## src/rtl/iot_stream_if.sv

```systemverilog
// iot_stream_if: upstream record handshake, engine byte stream and result capture signals of iot_stream_tx.
interface iot_stream_if;
   logic         rec_valid;
   logic [127:0] rec_data;
   logic         rec_ready;
   logic         in_en;
   logic [7:0]   iot_in;
   logic [2:0]   fn_sel;
   logic         busy;
   logic         valid;
   logic [127:0] iot_out;
   logic         res_valid;
   logic [127:0] res_data;
   modport master (
      input  rec_valid, rec_data, busy, valid, iot_out,
      output rec_ready, in_en, iot_in, fn_sel, res_valid, res_data
   );
   modport slave (
      output rec_valid, rec_data, busy, valid, iot_out,
      input  rec_ready, in_en, iot_in, fn_sel, res_valid, res_data
   );
endinterface

```

## src/rtl/iot_stream_tx.sv

```systemverilog
// iot_stream_tx: serializes 128-bit records MSB byte first onto the engine byte stream,
// one round of RECORDS_PER_ROUND records per start, and re-presents engine results upstream.
module iot_stream_tx #(
   parameter int RECORDS_PER_ROUND = 8
) (
   input  logic         clk,
   input  logic         rst_n,
   input  logic         start,
   input  logic [2:0]   fn_cfg,
   output logic         round_done,
   output logic         proto_err,
   iot_stream_if.master io
);
   typedef enum logic [1:0] {IDLE, FILL, SEND, DONE} state_t;
   localparam logic [3:0] LAST = 4'(RECORDS_PER_ROUND);
   state_t       state, state_nx;
   logic [127:0] buf_q, shift_q;
   logic         buf_full;
   logic [3:0]   rec_cnt, byte_cnt;
   logic         start_ok, accept, last_byte, launch, all_in;
   logic         in_en_nx, done_nx;

   assign start_ok     = (state == IDLE) && start && (fn_cfg != 3'd0);
   assign io.rec_ready = ((state == FILL) || (state == SEND)) && !buf_full && (rec_cnt < LAST);
   assign accept       = io.rec_valid && io.rec_ready;
   assign last_byte    = (state == SEND) && (byte_cnt == 4'd15);
   // busy only gates a launch, which happens solely between records
   assign launch       = buf_full && !io.busy && ((state == FILL) || last_byte);
   assign all_in       = (rec_cnt == LAST) && !buf_full;
   assign io.iot_in    = shift_q[127:120];

   always_ff @(posedge clk or negedge rst_n)
      if (!rst_n) state <= IDLE;
      else        state <= state_nx;

   always_comb begin
      state_nx = state;
      unique case (state)
         IDLE:    state_nx = start_ok ? FILL : IDLE;
         FILL:    state_nx = launch ? SEND : FILL;
         SEND:    state_nx = (!last_byte || launch) ? SEND : (all_in ? DONE : FILL);
         default: state_nx = IDLE;
      endcase
   end

   always_comb begin
      in_en_nx = (state_nx == SEND);
      done_nx  = (state_nx == DONE);
   end

   always_ff @(posedge clk or negedge rst_n) begin
      if (!rst_n) begin
         buf_q        <= '0;
         buf_full     <= 1'b0;
         shift_q      <= '0;
         rec_cnt      <= '0;
         byte_cnt     <= '0;
         io.in_en     <= 1'b0;
         io.fn_sel    <= '0;
         round_done   <= 1'b0;
         proto_err    <= 1'b0;
         io.res_valid <= 1'b0;
         io.res_data  <= '0;
      end else begin
         if (accept) buf_q <= io.rec_data;
         buf_full     <= accept || (buf_full && !launch);
         shift_q      <= launch ? buf_q : ((state == SEND) ? shift_q << 8 : shift_q);
         rec_cnt      <= start_ok ? 4'd0 : rec_cnt + 4'(accept);
         byte_cnt     <= launch ? 4'd0 : ((state == SEND) ? byte_cnt + 4'd1 : byte_cnt);
         io.in_en     <= in_en_nx;
         io.fn_sel    <= start_ok ? fn_cfg : io.fn_sel;
         round_done   <= done_nx;
         proto_err    <= start_ok ? 1'b0 : (proto_err || ((state == SEND) && (byte_cnt != 4'd0) && io.busy));
         io.res_valid <= io.valid;
         if (io.valid) io.res_data <= io.iot_out;
      end
   end
endmodule
```

## src/flat_wrapper.sv

```systemverilog
// flat-port wrapper written by rule: the top's interface ports become plain ports
module iot_stream_tx_flat 
#(
   parameter int RECORDS_PER_ROUND = 8
)
  (clk, rst_n, start, fn_cfg, round_done, proto_err, io_rec_valid, io_rec_data, io_busy, io_valid, io_iot_out, io_rec_ready, io_in_en, io_iot_in, io_fn_sel, io_res_valid, io_res_data);
  iot_stream_if io_i ();
  input  logic clk;
  input  logic rst_n;
  input  logic start;
  input  logic [2:0] fn_cfg;
  output logic round_done;
  output logic proto_err;
  input wire logic [$bits(io_i.rec_valid)-1:0] io_rec_valid;
  input wire logic [$bits(io_i.rec_data)-1:0] io_rec_data;
  input wire logic [$bits(io_i.busy)-1:0] io_busy;
  input wire logic [$bits(io_i.valid)-1:0] io_valid;
  input wire logic [$bits(io_i.iot_out)-1:0] io_iot_out;
  output wire logic [$bits(io_i.rec_ready)-1:0] io_rec_ready;
  output wire logic [$bits(io_i.in_en)-1:0] io_in_en;
  output wire logic [$bits(io_i.iot_in)-1:0] io_iot_in;
  output wire logic [$bits(io_i.fn_sel)-1:0] io_fn_sel;
  output wire logic [$bits(io_i.res_valid)-1:0] io_res_valid;
  output wire logic [$bits(io_i.res_data)-1:0] io_res_data;
  assign io_i.rec_valid = io_rec_valid;
  assign io_i.rec_data = io_rec_data;
  assign io_i.busy = io_busy;
  assign io_i.valid = io_valid;
  assign io_i.iot_out = io_iot_out;
  assign io_rec_ready = io_i.rec_ready;
  assign io_in_en = io_i.in_en;
  assign io_iot_in = io_i.iot_in;
  assign io_fn_sel = io_i.fn_sel;
  assign io_res_valid = io_i.res_valid;
  assign io_res_data = io_i.res_data;
  iot_stream_tx #(.RECORDS_PER_ROUND(RECORDS_PER_ROUND)) u_core (.clk(clk), .rst_n(rst_n), .start(start), .fn_cfg(fn_cfg), .round_done(round_done), .proto_err(proto_err), .io(io_i));
endmodule
```

## config.mk

```make
export PLATFORM = sky130hd
export DESIGN_NAME = iot_stream_tx_flat
export DESIGN_NICKNAME = d
export VERILOG_FILES = /design/src/rtl/iot_stream_if.sv /design/src/rtl/iot_stream_tx.sv /design/src/flat_wrapper.sv
export SDC_FILE = /design/constraint.sdc
export NUM_CORES = 1
export LEC_CHECK = 0
export BUFFER_PORTS_ARGS = -buffer_cell sky130_fd_sc_hd__buf_2
export CORE_UTILIZATION = 53
export DETAILED_ROUTE_END_ITERATION = 12
export GPL_ROUTABILITY_DRIVEN = 1
export HOLD_SLACK_MARGIN = 0.03
export PLACE_DENSITY = 0.9
export SYNTH_ARGS = -nofsm -noshare
export SYNTH_HDL_FRONTEND = slang
export SYNTH_SLANG_ARGS = --single-unit
```

## constraint.sdc

```tcl
create_clock -name clk -period 2.85 [get_ports clk]
set_input_delay 0 -clock clk [delete_from_list [all_inputs] [get_ports clk]]
set_output_delay 0 -clock clk [all_outputs]
set_load 0.01 [all_outputs]
```

# Word level (Yosys, flattened, before mapping)
# Index checks and enable logic that the tools add are counted.
[classes]
reduce_logical = 25
n_addsub = 2
order_cmp = 1
n_eq_ne = 6
n_mux = 11
[op_table]
columns = ["operator", "count"]
rows = [
  ["2-to-1 mux 128 bit", 2],
  ["logical AND 1 bit", 12],
  ["2-to-1 mux 4 bit", 3],
  ["equality test 4 bit, second input constant", 2],
  ["equality test 2 bit, second input constant", 3],
  ["2-to-1 mux 2 bit", 3],
  ["case mux 2 bit (3 select lines)", 1],
  ["logical OR 1 bit", 5],
  ["adder 4 x 1 -> 4 bit", 1],
  ["adder 4 x 1 -> 4 bit, second input constant", 1],
  ["logical NOT 1 bit", 4],
  ["less-than comparator 4 bit, second input constant", 1],
  ["nonzero test 4 bit", 1],
  ["nonzero test 3 bit", 1],
  ["equality test 2 x 1 -> 1 bit, second input constant", 1],
  ["logical NOT 2 bit", 1],
  ["2-to-1 mux 1 bit", 2],
  ["nonzero test 2 bit", 1],
]
[word_totals]
reg_bits = 402
out_inout_bits = 144
inputBits = 265

# Depth between registers and ports, before layout
# Gate-level depths: netlist of the first run.
[logic_depth]
depth_word = 8
mapped_depth = 10

# Worst setup path after synthesis of the first run
# No wires, ideal clock.
[synth_timing]
path_type = "register to register"
from = "reg u_core.state[0]"
to = "reg u_core.rec_cnt[1]"
period_less_slack_ns = 2.019
n_path_buf = 2
path_stages_with_launch = 10
path_slack_ns = 0.831
setup_time_ns = 0.119
required_time_ns = 2.731
t_arrival_ns = 1.900
cell_sequence = "dfrtp_1 inv_1 ha_1 nor3b_2 and2_1 buf_2 buf_2 ha_1 ha_1 and2_1"
[synth_via]
elab_chain_cells = 7
elab_cells_between_ends = 11
classes_between = "1 x add/sub; 2 x eq/ne; 1 x mux; 7 x reduce/logical"
[synth_lines]
columns = ["item", "line_no", "text"]
rows = [
  ["start: declaration", "iot_stream_tx.sv:16", "state_t state, state_nx;"],
  ["start signal: assignment", "iot_stream_tx.sv:34", "else state <= state_nx;"],
  ["equality test 2 x 1 -> 1 bit / equality test 2 bit (equally long branches)", "iot_stream_tx.sv:24", "assign io.rec_ready = ((state == FILL) || (state == SEND)) && !buf_full && (rec_cnt < LAST);"],
  ["logical OR 1 bit (*)", "iot_stream_tx.sv:24", ""],
  ["logical AND 1 bit (*) (2 in a row)", "iot_stream_tx.sv:24", ""],
  ["via io_rec_ready", "flat_wrapper.sv:19", "output wire logic [$bits(io_i.rec_ready)-1:0] io_rec_ready;"],
  ["logical AND 1 bit (*)", "iot_stream_tx.sv:25", "assign accept = io.rec_valid && io.rec_ready;"],
  ["via u_core.accept", "iot_stream_tx.sv:20", "logic start_ok, accept, last_byte, launch, all_in;"],
  ["adder 4 x 1 -> 4 bit (*)", "iot_stream_tx.sv:68", "rec_cnt <= start_ok ? 4'd0 : rec_cnt + 4'(accept);"],
  ["2-to-1 mux 4 bit (*)", "iot_stream_tx.sv:68", ""],
  ["end signal: assignment", "iot_stream_tx.sv:68", ""],
  ["end: declaration", "iot_stream_tx.sv:19", "logic [3:0] rec_cnt, byte_cnt;"],
]
# Mark *: on every way through the listed nets, which the timed path passes. The rest lies on a longest branch.
# A chain may end at the register's enable or synchronous reset.

# Worst setup path after layout of the first run
[layout_timing]
from = "reg u_core.state[0]"
to = "reg u_core.shift_q[110]"
[layout_via]
elab_chain_cells = 5
elab_cells_between_ends = 7
classes_between = "2 x eq/ne; 1 x mux; 4 x reduce/logical"
[layout_lines]
columns = ["item", "line_no", "text"]
rows = [
  ["equality test 2 bit", "iot_stream_tx.sv:26, iot_stream_tx.sv:67", ""],
  ["logical AND 1 bit", "iot_stream_tx.sv:26", "assign last_byte = (state == SEND) && (byte_cnt == 4'd15);"],
  ["logical OR 1 bit", "iot_stream_tx.sv:28", "assign launch = buf_full && !io.busy && ((state == FILL) || last_byte);"],
  ["logical AND 1 bit", "iot_stream_tx.sv:28", ""],
  ["2-to-1 mux 128 bit / nonzero test 2 bit (equally long branches)", "n/a", ""],
  ["end signal: assignment", "iot_stream_tx.sv:67", "shift_q <= launch ? buf_q : ((state == SEND) ? shift_q << 8 : shift_q);"],
  ["end: declaration", "iot_stream_tx.sv:17", "logic [127:0] buf_q, shift_q;"],
]
# Parallel ways exist; a longest one is shown, timed or not.

==> results of run 1 <==
==> through the flow <==
stage / hold WS, ns / power, uW / instances
global route: 0.124 / 22100 / 2278
detailed placement: 0.0452 / 14900 / 1901
finish: 0.0722 / 21400 / 2281
global placement: 0.0446 / 14600 / 1901
CTS: 0.0720 / 20700 / 2274
floorplan: -0.296 / 13100 / 1187
==> sequential cells by signal, indices dropped and copies added, names as in the netlist <==
name / count
u_core.buf_q: 128
u_core.io.res_data: 128
u_core.shift_q: 128
u_core.byte_cnt: 4
u_core.rec_cnt: 4
u_core.io.fn_sel: 3
u_core.state: 2
u_core.buf_full: 1
u_core.io.in_en: 1
u_core.io.res_valid: 1
u_core.proto_err: 1
u_core.round_done: 1
==> cell type report <==
class                      instances  area [um2]
sequential                       402       10100
fill                            1645        6990
multi-input combinational        676        5670
timing repair buffer             731        5390
clock buffer                      56        1160
tap                              390         488
clock inverter                    15         160
antenna                            7        17.5
inverter                           4        15.0
==> kinds of logic (layout without fill, tap and decap cells) <==
| kind of cell | count (synthesis) | in the layout | synth area share [%] |
|---|---|---|---|
| AO/OA/AOI/OAI | 250 | 250 | 11.5 |
| XOR/XNOR | 5 | 5 | 0.268 |
| adder cells (fa/ha/maj) | 8 | 8 | 0.613 |
| buffers and inverters | 109 | 806 | 4.03 |
| flip-flops | 402 | 402 | 61.6 |
| multiplexers | 268 | 268 | 18.4 |
| other | 0 | 7 | 0 |
| AND/OR/NAND/NOR | 145 | 145 | 3.66 |
==> power breakdown <==
group          internal (uW)  total [uW]  switching [uW]
sequential              7770        9320            1550
combinational           3280        6580            3300
clock                   3130        5470            2340
==> cell usage in the layout (no fill, tap or decap), types with 9 or more instances in the layout <==
cell	Yosys	routed
o21ai_0	10	10
buf_2	55	406
buf_4	10	9
a21oi_1	113	113
dlygate4sd3_1	0	302
clkinv_2	0	9
dfrtp_1	402	402
nand2_1	113	113
mux2_1	11	11
nand3_1	10	10
clkbuf_16	0	41
mux2_2	247	247
buf_12	0	12
a221o_1	111	111
mux2i_1	10	10
==> worst paths after layout <==
check / cells after the start / slack [ns] / end / start
max: 6 / 0.47 / u_core.shift_q[110] / u_core.state[0]
min: 2 / 0.07 / u_core.shift_q[35] / rst_n
max reg2reg: 6 / 0.47 / u_core.shift_q[110] / u_core.state[0]
min reg2reg: 1 / 0.50 / u_core.shift_q[0] / u_core.buf_q[0]
max in group asynchronous: 3 / 1.83 / u_core.io.res_data[25] / rst_n
min in group clk: 4 / 0.14 / u_core.buf_full / io_rec_valid
==> worst max-delay path, stage by stage, from the launching register on <==
cell and delay [ns]:
dfrtp_1 0.40, inv_1 0.13, ha_4 0.32, a41o_4 0.68, buf_12 0.29, a21oi_1 0.12, a221o_1 0.31
==> routing by layer <==
layer  up-vias  part of all wire (%)
met2       961                    47
met4         4                   7.5
li1       5680                     -
met1      6830                    35
met3       296                    11
met5         -                  0.16
==> timing repair <==
action                    4_1_cts  5_1_grt
hold buffers                  302        0
hold endpoints to repair      485        0
gates resized for setup         0        0
==> reports/summary.log, run 1 <==
INFO  outcome        run_status=finished, final reports clean
INFO  detailed_routing count_of_vias_placed_by_the_detailed_router=13,771
INFO  sta            finalHoldViolCount=0
INFO  sta            timing.max_slew.rel_slack=54.0%
INFO  sta            timing.final.max_slew_violations=0
INFO  detailed_routing drtIter0Drc=1,310
INFO  sta            final-setup-viol-count=0
INFO  cts            cts_max_level=2
INFO  yosys          seq_area_frac_synth=61.6%
INFO  yosys          synth_area_leaders=dfrtp_1, mux2_2, a221o_1
INFO  detailed_routing drc=0
INFO  yosys          synth_enable_flop_cells=0
INFO  power          leakage=0.0105uW
INFO  sta            post_layout_worst_setup_margin=0.471ns
INFO  layout         final_design_area_no_fill=23,000um2
INFO  yosys          library_cell_with_the_highest_instance_count_after_synthesis=dfrtp_1
INFO  yosys          postSynthCellCount=1,187
INFO  cts            cts_setup_buffers=0
INFO  setup_path     worst-setup-path-type=reg -> reg
INFO  yosys          synth.yosys.warnings=0
INFO  cts            cts_inserted_buffers=40
INFO  sta            post-route-period-util=83.5%
INFO  cts            clkSlewWorstSetupHoldPaths=0.07ns
INFO  placed_design  dpl-instance-area=18,600um2
INFO  grt            via_count_of_the_first_global_routing_pass=14,706
INFO  floorplan      die_w=178um
INFO  detailed_routing post_detailed_route_wirelength_per_cell=26.7um
INFO  sta            timing.clock.skew=0.0241ns
INFO  yosys          syn_avg_cell_area=13.8um2
INFO  floorplan      pin_count=409
INFO  sta            worst_pin_slew=0.690ns
INFO  floorplan      fp.dieArea=31,500um2
INFO  hold_path      worstHoldPathType=in -> async
INFO  sta            setup_tns=0ns
INFO  cts            tritoncts=yes
INFO  layout         layout-drive-gt1-share=39.7%
INFO  layout         flow.area_growth_from_synthesis=40.5%
INFO  detailed_routing pre_antenna_drt_iters=7
INFO  detailed_routing wirelength=60,800um
INFO  layout         layout.nets=2,128
INFO  grt            grt_antenna_before_repair=7
INFO  placed_design  number_of_input_and_output_port_buffers_inserted=408
INFO  yosys          yosys_register_bits=402
INFO  detailed_routing drt.antenna.violating_nets=0
INFO  detailed_routing detail_route.vias_per_cell=6.04
INFO  floorplan      num_rows=63
INFO  grt            grtUsageMet1=43.7%
INFO  grt            globalRoute.totalOverflow=0
INFO  cts            clock_insertion_delay_at_the_later_pin_of_the_skew_report=0.53ns
INFO  setup_path     worst-endpoint-arrival=2.79ns
INFO  grt            global_route.usage.total=38.7%
INFO  yosys          most_frequent_cells_after_synthesis=dfrtp_1, mux2_2, a21oi_1, nand2_1, a221o_1
INFO  grt            grt_max_degree=114
INFO  layout         final_util=76.7%
INFO  placed_design  dp_slack=0.511ns
INFO  grt            grt_first_pass_wirelength=90,000um
INFO  sta            rsz_0062_raised_after_global_routing=no
INFO  grt            gr-usage-met3=13.8%
INFO  yosys          total_standard_cell_area_after_synthesis=16,300um2
INFO  setup_path     crit_path_max_fanout=52
INFO  yosys          synth_unique_cells=37
INFO  setup_path     critical_path_required=3.26ns
INFO  yosys          postSynth.topFlopCell=dfrtp_1
INFO  grt            use_met2=61.4%
INFO  cts            cts_num_sinks=402
INFO  placed_design  detailed_place_hpwl=30,500um
INFO  power          power_density=930nW/um2
INFO  setup_path     crit_start_category=flop
INFO  floorplan      die_h=178um
INFO  placed_design  place.gp.congestion=0.910
INFO  flow_run       max_cap_violations=0
INFO  power          irDropWorstVdd=0.700mV
INFO  yosys          synth_nets=1,460
INFO  yosys          post-synth-top-area-fraction=61.6%
INFO  sta            fmaxAchievable=0.420GHz
INFO  floorplan      initial_utilization=54.6%
INFO  yosys          synth_top_area_cell=dfrtp_1
INFO  floorplan      core_area=30,000um2
INFO  grt            grt_busiest_layer=met2
INFO  cts            clock_tree.root_cell=clkbuf_16
INFO  yosys          postSynth.asyncResetShare=100%
INFO  setup_path     worstSetupEndpointType=flop
INFO  cts            clockBufferDepth=3
INFO  sta            final.min_clock_period=2.38ns
Note: power is estimated with default switching activity, not from simulation.
==> run 2: changes to the inputs <==
- ABC_AREA: not set -> 1
- CORE_UTILIZATION: 53 -> 49
- PLACE_DENSITY: 0.9 -> 0.87
- clock period: 2.85 -> 1.95 ns (I/O delays scaled with it)
==> reports/summary.log, run 2 <==
INFO  sta            post-route-period-util=98.4% [was 83.5%]
INFO  yosys          synth_top_area_cell=dfrtp_1 [unchanged]
INFO  yosys          postSynth.topFlopCell=dfrtp_1 [unchanged]
INFO  cts            clock_insertion_delay_at_the_later_pin_of_the_skew_report=0.56ns [was 0.53 ns]
INFO  layout         final_util=70.0% [was 76.7%]
INFO  grt            grtUsageMet1=37.4% [was 43.7%]
INFO  yosys          seq_area_frac_synth=58.4% [was 61.6%]
INFO  setup_path     critical_path_required=2.43ns [was 3.26 ns]
INFO  sta            worst_pin_slew=0.501ns [was 0.690 ns]
INFO  setup_path     crit_path_max_fanout=3 [was 52]
INFO  layout         flow.area_growth_from_synthesis=40.3% [was 40.5%]
INFO  yosys          total_standard_cell_area_after_synthesis=17,200um2 [was 16,300 um2]
INFO  setup_path     critical_path.startpoint=u_core.state[0] [unchanged]
INFO  yosys          synth_unique_cells=22 [was 37]
INFO  grt            globalRoute.totalOverflow=0 [unchanged]
INFO  detailed_routing count_of_vias_placed_by_the_detailed_router=16,022 [was 13,771]
INFO  cts            clkSlewWorstSetupHoldPaths=0.06ns [was 0.07 ns]
INFO  grt            use_met2=55.1% [was 61.4%]
INFO  cts            clock_tree.root_cell=clkbuf_16 [unchanged]
INFO  cts            cts_inserted_buffers=43 [was 40]
INFO  yosys          synth_enable_flop_cells=0 [unchanged]
INFO  cts            cts_max_level=2 [unchanged]
INFO  floorplan      initial_utilization=49.9% [was 54.6%]
INFO  cts            cts_num_sinks=402 [unchanged]
INFO  placed_design  number_of_input_and_output_port_buffers_inserted=408 [unchanged]
INFO  grt            grt_antenna_before_repair=2 [was 7]
INFO  sta            final.min_clock_period=1.92ns [was 2.38 ns]
INFO  setup_path     worstReg2RegStart=u_core.state[0] [unchanged]
INFO  power          finalPower=29,600uW [was 21,400 uW]
INFO  sta            timing.max_slew.rel_slack=66.6% [was 54.0%]
INFO  hold_path      worstHoldPathType=in -> async [unchanged]
INFO  yosys          yosys_register_bits=402 [unchanged]
INFO  grt            grt_max_degree=121 [was 114]
INFO  yosys          synth_area_leaders=dfrtp_1, nand2_1, mux2_2 [was dfrtp_1, mux2_2, a221o_1]
INFO  sta            finalHoldViolCount=0 [unchanged]
INFO  placed_design  detailed_place_hpwl=32,400um [was 30,500 um]
INFO  detailed_routing detail_route.vias_per_cell=5.30 [was 6.04]
INFO  sta            fmaxAchievable=0.521GHz [was 0.420 GHz]
INFO  setup_path     r2r_cells=7 [was 6]
INFO  grt            grt_busiest_layer=met2 [unchanged]
INFO  floorplan      num_rows=68 [was 63]
INFO  floorplan      core_area=34,500um2 [was 30,000 um2]
INFO  yosys          most_frequent_cells_after_synthesis=nand2_1, dfrtp_1, nand3_1, inv_1, mux2_2 [was dfrtp_1, mux2_2, a21oi_1, nand2_1, a221o_1]
INFO  grt            global_route.usage.total=32.6% [was 38.7%]
INFO  sta            timing.final.max_slew_violations=0 [unchanged]
INFO  layout         reg.largest.list=u_core.buf_q x128, u_core.io.res_data x128, u_core.shift_q x128 [unchanged]
INFO  setup_path     worst-endpoint-arrival=2.40ns [was 2.79 ns]
INFO  sta            fin_hold_ws=0.112ns [was 0.0722 ns]
INFO  yosys          postSynthCellCount=1,867 [was 1,187]
INFO  cts            clockBufferDepth=3 [unchanged]
INFO  placed_design  dp_slack=0.0561ns [was 0.511 ns]
INFO  power          leakage=0.0130uW [was 0.0105 uW]
INFO  grt            via_count_of_the_first_global_routing_pass=16,721 [was 14,706]
INFO  cts            tritoncts=yes [unchanged]
INFO  detailed_routing post_detailed_route_wirelength_per_cell=19.2um [was 26.7 um]
INFO  setup_path     setup.reg_to_reg.worst_slack=0.03ns [was 0.47 ns]
INFO  setup_path     critPathCapture=u_core.io.fn_sel[1] [was u_core.shift_q[110]]
INFO  yosys          post-synth-top-area-fraction=58.4% [was 61.6%]
INFO  yosys          synth.yosys.warnings=0 [unchanged]
INFO  sta            timing.clock.skew=0.0150ns [was 0.0241 ns]
INFO  grt            gr-usage-met3=7.67% [was 13.8%]
INFO  sta            final-setup-viol-count=0 [unchanged]
INFO  yosys          syn_avg_cell_area=9.23um2 [was 13.8 um2]
INFO  detailed_routing drtIter0Drc=1,175 [was 1,310]
INFO  outcome        run_status=finished, final reports clean [unchanged]
INFO  detailed_routing drt.antenna.violating_nets=0 [unchanged]
INFO  layout         layout-drive-gt1-share=25.6% [was 39.7%]
INFO  layout         layout_common_cells=nand2_1, buf_2, dfrtp_1 [was buf_2, dfrtp_1, dlygate4sd3_1]
INFO  layout         most_common_cell_after_layout_fill_and_taps_aside=nand2_1 [was buf_2]
INFO  sta            rsz_0062_raised_after_global_routing=yes [was no]
INFO  setup_path     crit_start_category=flop [unchanged]
INFO  setup_path     worst-setup-path-type=reg -> reg [unchanged]
INFO  grt            grt_first_pass_wirelength=90,700um [was 90,000 um]
INFO  yosys          postSynth.asyncResetShare=100% [unchanged]
INFO  power          irDropWorstVdd=1.04mV [was 0.700 mV]
INFO  setup_path     worstReg2RegEnd=u_core.io.fn_sel[1] [was u_core.shift_q[110]]
INFO  sta            post_layout_worst_setup_margin=0.0310ns [was 0.471 ns]
INFO  setup_path     worstSetupEndpointType=flop [unchanged]
INFO  floorplan      die_w=190um [was 178 um]
INFO  flow_run       max_cap_violations=0 [unchanged]
INFO  floorplan      fp.dieArea=35,900um2 [was 31,500 um2]
INFO  detailed_routing pre_antenna_drt_iters=5 [was 7]
INFO  yosys          library_cell_with_the_highest_instance_count_after_synthesis=nand2_1 [was dfrtp_1]
INFO  power          power_density=1220nW/um2 [was 930 nW/um2]
INFO  detailed_routing wirelength=58,000um [was 60,800 um]
INFO  layout         layout.nets=2,808 [was 2,128]
INFO  floorplan      pin_count=409 [unchanged]
INFO  yosys          synth_nets=2,140 [was 1,460]
INFO  placed_design  place.gp.congestion=0.852 [was 0.910]
INFO  floorplan      die_h=190um [was 178 um]
INFO  detailed_routing drc=0 [unchanged]
## run 2: cell count changes after synthesis, moves of 11 or more
| cell | delta |
|---|---|
| a221o_1 | -111 |
| a21oi_1 | -110 |
| mux2_1 | -11 |
| inv_1 | +143 |
| buf_4 | +24 |
| nand2_1 | +661 |
| nand3_1 | +228 |
| mux2_2 | -119 |
| nor2_1 | +11 |
## run 2: layout make-up
cell class	instances	area (um2)
Tap cell	455	569
Clock inverter	13	103
Clock buffer	64	1300
Fill cell	2364	10400
Sequential cell	402	10100
Timing Repair Buffer	741	5590
Multi-Input combinational cell	1198	5980
Inverter	149	567
Antenna cell	2	5.00
## run 2: cells by family (layout without fill, tap and decap cells)
logic type,Yosys count,after routing,synth area share [%]
other,0,2,0
AO/OA/AOI/OAI,25,25,0.886
flip-flops,402,402,58.4
multiplexers,128,128,8.36
adder cells (fa/ha/maj),8,8,0.581
AND/OR/NAND/NOR,1033,1033,24.3
buffers and inverters,267,967,7.33
XOR/XNOR,4,4,0.203
## run 2: how the worst min path moves through the flow
stage	from	endpoint	slack (ns)	cells past startpoint
2_1_floorplan	rst_n	u_core.buf_full	-0.30	0
3_3_place_gp	rst_n	u_core.buf_q[126]	-0.08	1
3_5_place_dp	rst_n	u_core.buf_q[126]	-0.08	1
4_1_cts	rst_n	u_core.shift_q[100]	0.09	3
5_1_grt	rst_n	u_core.shift_q[100]	0.11	3
6_report	rst_n	u_core.io.fn_sel[1]	0.11	3
## run 2: what timing repair did
item	in CTS	in global routing
hold endpoints to repair	638	0
buffers inserted	0	4
endpoints found under the setup margin	0	25
resized for setup	0	11
hold buffers	294	0
## run 2: per-stage QoR
step,instance area [um2],setup TNS (ns),cells
4_1_cts,24100,0,3017
3_5_place_dp,19700,0,2646
5_1_grt,24200,-0.147,3023
2_1_floorplan,17200,0,1867
3_3_place_gp,19700,0,2646
6_report,24200,0,3024
## run 2: metal layers
metal,part of all wire (%),vias up
met5,0.017,-
met3,7.5,241
met2,49,870
met1,36,7748
met4,7.2,2
li1,-,7161
## run 2: worst max-delay path, stage by stage, from the launching register on
cell	delay, ns
dfrtp_1	0.40
inv_1	0.13
ha_2	0.23
nand2_1	0.11
a21oi_4	0.19
nand2_1	0.10
dlygate4sd3_1	0.59
nand2_1	0.11
## run 2: power by group
group          internal, uW  switching (uW)  leakage (uW)  total [uW]
clock network          4740            3450      0.000691        8200
registers             11000            1720       0.00500       12700
logic                  3400            5290       0.00728        8680
==> run 3: changes to the inputs <==
- PLACE_DENSITY: 0.87 -> 0.77
==> reports/summary.log, run 3 (synthesis results as in run 2) <==
INFO  detailed_routing count_of_vias_placed_by_the_detailed_router=15,708 [was 16,022]
INFO  setup_path     critical_path_required=2.43ns [about the same]
INFO  grt            globalRoute.totalOverflow=0 [unchanged]
INFO  floorplan      pin_count=409 [unchanged]
INFO  flow_run       max_cap_violations=0 [unchanged]
INFO  detailed_routing pre_antenna_drt_iters=5 [unchanged]
INFO  setup_path     critical_path.startpoint=u_core.state[1] [was u_core.state[0]]
INFO  cts            tritoncts=yes [unchanged]
INFO  layout         layout.nets=2,801 [was 2,808]
INFO  layout         layout-drive-gt1-share=25.9% [was 25.6%]
INFO  power          leakage=0.0129uW [was 0.0130 uW]
INFO  setup_path     worstReg2RegEnd=u_core.io.fn_sel[0] [was u_core.io.fn_sel[1]]
INFO  power          power.share.sequential=43.1% [was 43.0%]
INFO  power          swShare=35.0% [was 35.4%]
INFO  detailed_routing drc=0 [unchanged]
INFO  detailed_routing drt.antenna.violating_nets=0 [unchanged]
INFO  cts            cts_inserted_buffers=43 [unchanged]
INFO  sta            timing.clock.skew=0.0188ns [was 0.0150 ns]
INFO  floorplan      die_w=190um [unchanged]
INFO  setup_path     crit_start_category=flop [unchanged]
INFO  placed_design  place.gp.congestion=0.860 [was 0.852]
INFO  setup_path     worstSetupEndpointType=flop [unchanged]
INFO  power          intPower=19,100uW [about the same]
INFO  floorplan      core_area=34,500um2 [unchanged]
INFO  sta            rsz_0062_raised_after_global_routing=no [was yes]
INFO  power          finalPower=29,400uW [was 29,600 uW]
INFO  sta            timing.final.max_slew_violations=0 [unchanged]
INFO  hold_path      worstHoldPathType=in -> reg [was in -> async]
INFO  sta            post-route-period-util=95.2% [was 98.4%]
INFO  floorplan      num_rows=68 [unchanged]
INFO  setup_path     worst-endpoint-arrival=2.33ns [was 2.40 ns]
INFO  detailed_routing post_detailed_route_wirelength_per_cell=18.5um [was 19.2 um]
INFO  placed_design  detailed_place_hpwl=32,200um [was 32,400 um]
INFO  layout         layout_common_cells=nand2_1, buf_2, dfrtp_1 [unchanged]
INFO  placed_design  number_of_input_and_output_port_buffers_inserted=408 [unchanged]
INFO  setup_path     worst-setup-path-type=reg -> reg [unchanged]
INFO  grt            via_count_of_the_first_global_routing_pass=16,303 [was 16,721]
INFO  outcome        run_status=finished, final reports clean [unchanged]
INFO  layout         flow.area_growth_from_synthesis=39.7% [was 40.3%]
INFO  power          power_density=1220nW/um2 [about the same]
INFO  floorplan      initial_utilization=49.9% [unchanged]
INFO  floorplan      die_h=190um [unchanged]
INFO  sta            finalHoldViolCount=0 [unchanged]
INFO  cts            clock_insertion_delay_at_the_later_pin_of_the_skew_report=0.55ns [was 0.56 ns]
INFO  setup_path     critPathCapture=u_core.io.fn_sel[0] [was u_core.io.fn_sel[1]]
INFO  sta            final-setup-viol-count=0 [unchanged]
INFO  placed_design  place_inst=2,647 [was 2,646]
INFO  setup_path     crit_path_max_fanout=3 [unchanged]
INFO  sta            post_layout_worst_setup_margin=0.0936ns [was 0.0310 ns]
INFO  setup_path     setup.reg_to_reg.worst_slack=0.09ns [was 0.03 ns]
INFO  layout         reg.largest.list=u_core.buf_q x128, u_core.io.res_data x128, u_core.shift_q x128 [unchanged]
INFO  floorplan      fp.dieArea=35,900um2 [unchanged]
INFO  sta            worst_pin_slew=0.549ns [was 0.501 ns]
INFO  power          irDropWorstVdd=0.890mV [was 1.04 mV]
INFO  cts            cts_num_sinks=402 [unchanged]
INFO  sta            timing.max_slew.rel_slack=63.4% [was 66.6%]
INFO  power          comb_power_share=29.2% [was 29.3%]
INFO  power          power_switching=10,300uW [was 10,500 uW]
INFO  detailed_routing wirelength=55,800um [was 58,000 um]
INFO  cts            clock_tree.root_cell=clkbuf_16 [unchanged]
INFO  power          clock_power_share=27.7% [about the same]
INFO  grt            grt_max_degree=121 [unchanged]
INFO  cts            clockBufferDepth=3 [unchanged]
INFO  layout         most_common_cell_after_layout_fill_and_taps_aside=nand2_1 [unchanged]
INFO  placed_design  dp_slack=0.101ns [was 0.0561 ns]
INFO  setup_path     worstReg2RegStart=u_core.state[1] [was u_core.state[0]]
INFO  sta            setup_tns=0ns [unchanged]
INFO  sta            final.min_clock_period=1.86ns [was 1.92 ns]
INFO  grt            grt_antenna_before_repair=2 [unchanged]
INFO  setup_path     r2r_cells=8 [was 7]
INFO  sta            fmaxAchievable=0.539GHz [was 0.521 GHz]
INFO  detailed_routing drtIter0Drc=1,062 [was 1,175]
INFO  sta            fin_hold_ws=0.182ns [was 0.112 ns]
INFO  layout         layout.cells.non_filler=3,018 [was 3,024]
INFO  grt            grt_first_pass_wirelength=86,700um [was 90,700 um]
INFO  grt            global_route.usage.total=30.8% [was 32.6%]
INFO  cts            cts_max_level=2 [unchanged]
INFO  layout         num-fill-cells=2,451 [was 2,364]
INFO  detailed_routing detail_route.vias_per_cell=5.20 [was 5.30]
INFO  cts            clkSlewWorstSetupHoldPaths=0.06ns [about the same]
[run 3: layout make-up]
cell class	instances	area [um2]	area share, %
multi-input cells	1198	5970	24.8
well taps	455	569	2.37
flip-flops and latches	402	10100	41.8
clock buffers	60	1230	5.12
inverters	149	567	2.35
repair buffers	734	5500	22.8
diodes	2	5.00	0.0208
clock inverters	18	169	0.702
[run 3: timing repair]
action | in CTS | in global routing
setup buffers | 0 | 6
setup endpoints to repair | 0 | 65
hold buffers | 283 | 0
hold endpoints to repair | 671 | 0
resized for setup | 0 | 10
[run 3: through the flow]
step           area, um2  utilization, %
2_1_floorplan      17200               -
3_3_place_gp       19700            56.9
3_5_place_dp       19700            56.9
4_1_cts            23900            69.2
5_1_grt            24100            69.7
6_report           24100            69.7
[run 3: per-layer routing]
metal | GRT usage [%] | wire length (um) | vias up | part of all wire, %
li1 | - | - | 7147 | -
met5 | 0 | 0 | - | 0
met2 | 51.8 | 27400 | 736 | 49
met1 | 37.0 | 21200 | 7639 | 38
met4 | 18.4 | 3530 | 0 | 6.3
met3 | 5.38 | 3650 | 186 | 6.5
[run 3: how the worst min path moves through the flow]
stage                    start                  end  slack (ns)  cells past startpoint
6_report       io_rec_data[32]     u_core.buf_q[32]        0.18                      4
5_1_grt        io_rec_data[91]     u_core.buf_q[91]        0.19                      4
4_1_cts        io_rec_data[27]     u_core.buf_q[27]        0.15                      4
3_5_place_dp             rst_n  u_core.shift_q[123]       0.009                      1
3_3_place_gp             rst_n  u_core.shift_q[123]       0.002                      1
2_1_floorplan            rst_n      u_core.buf_full       -0.30                      0
[run 3: power groups by stage]
stage	Combinational, uW	Sequential (uW)	Clock, uW
floorplan	5410	12300	0
global placement	7300	12600	0
detailed placement	7580	12700	0
CTS	8140	12600	8210
global route	9580	12900	8620
finish	8590	12700	8160
[run 3: worst max-delay path, cell delays in order (launching register included)]
cell and delay [ns]:
dfrtp_1 0.42, inv_1 0.10, ha_2 0.23, nand2_1 0.06
a21oi_1 0.13, buf_4 0.15, nand2_1 0.05, dlygate4sd3_1 0.57
nand2_1 0.09
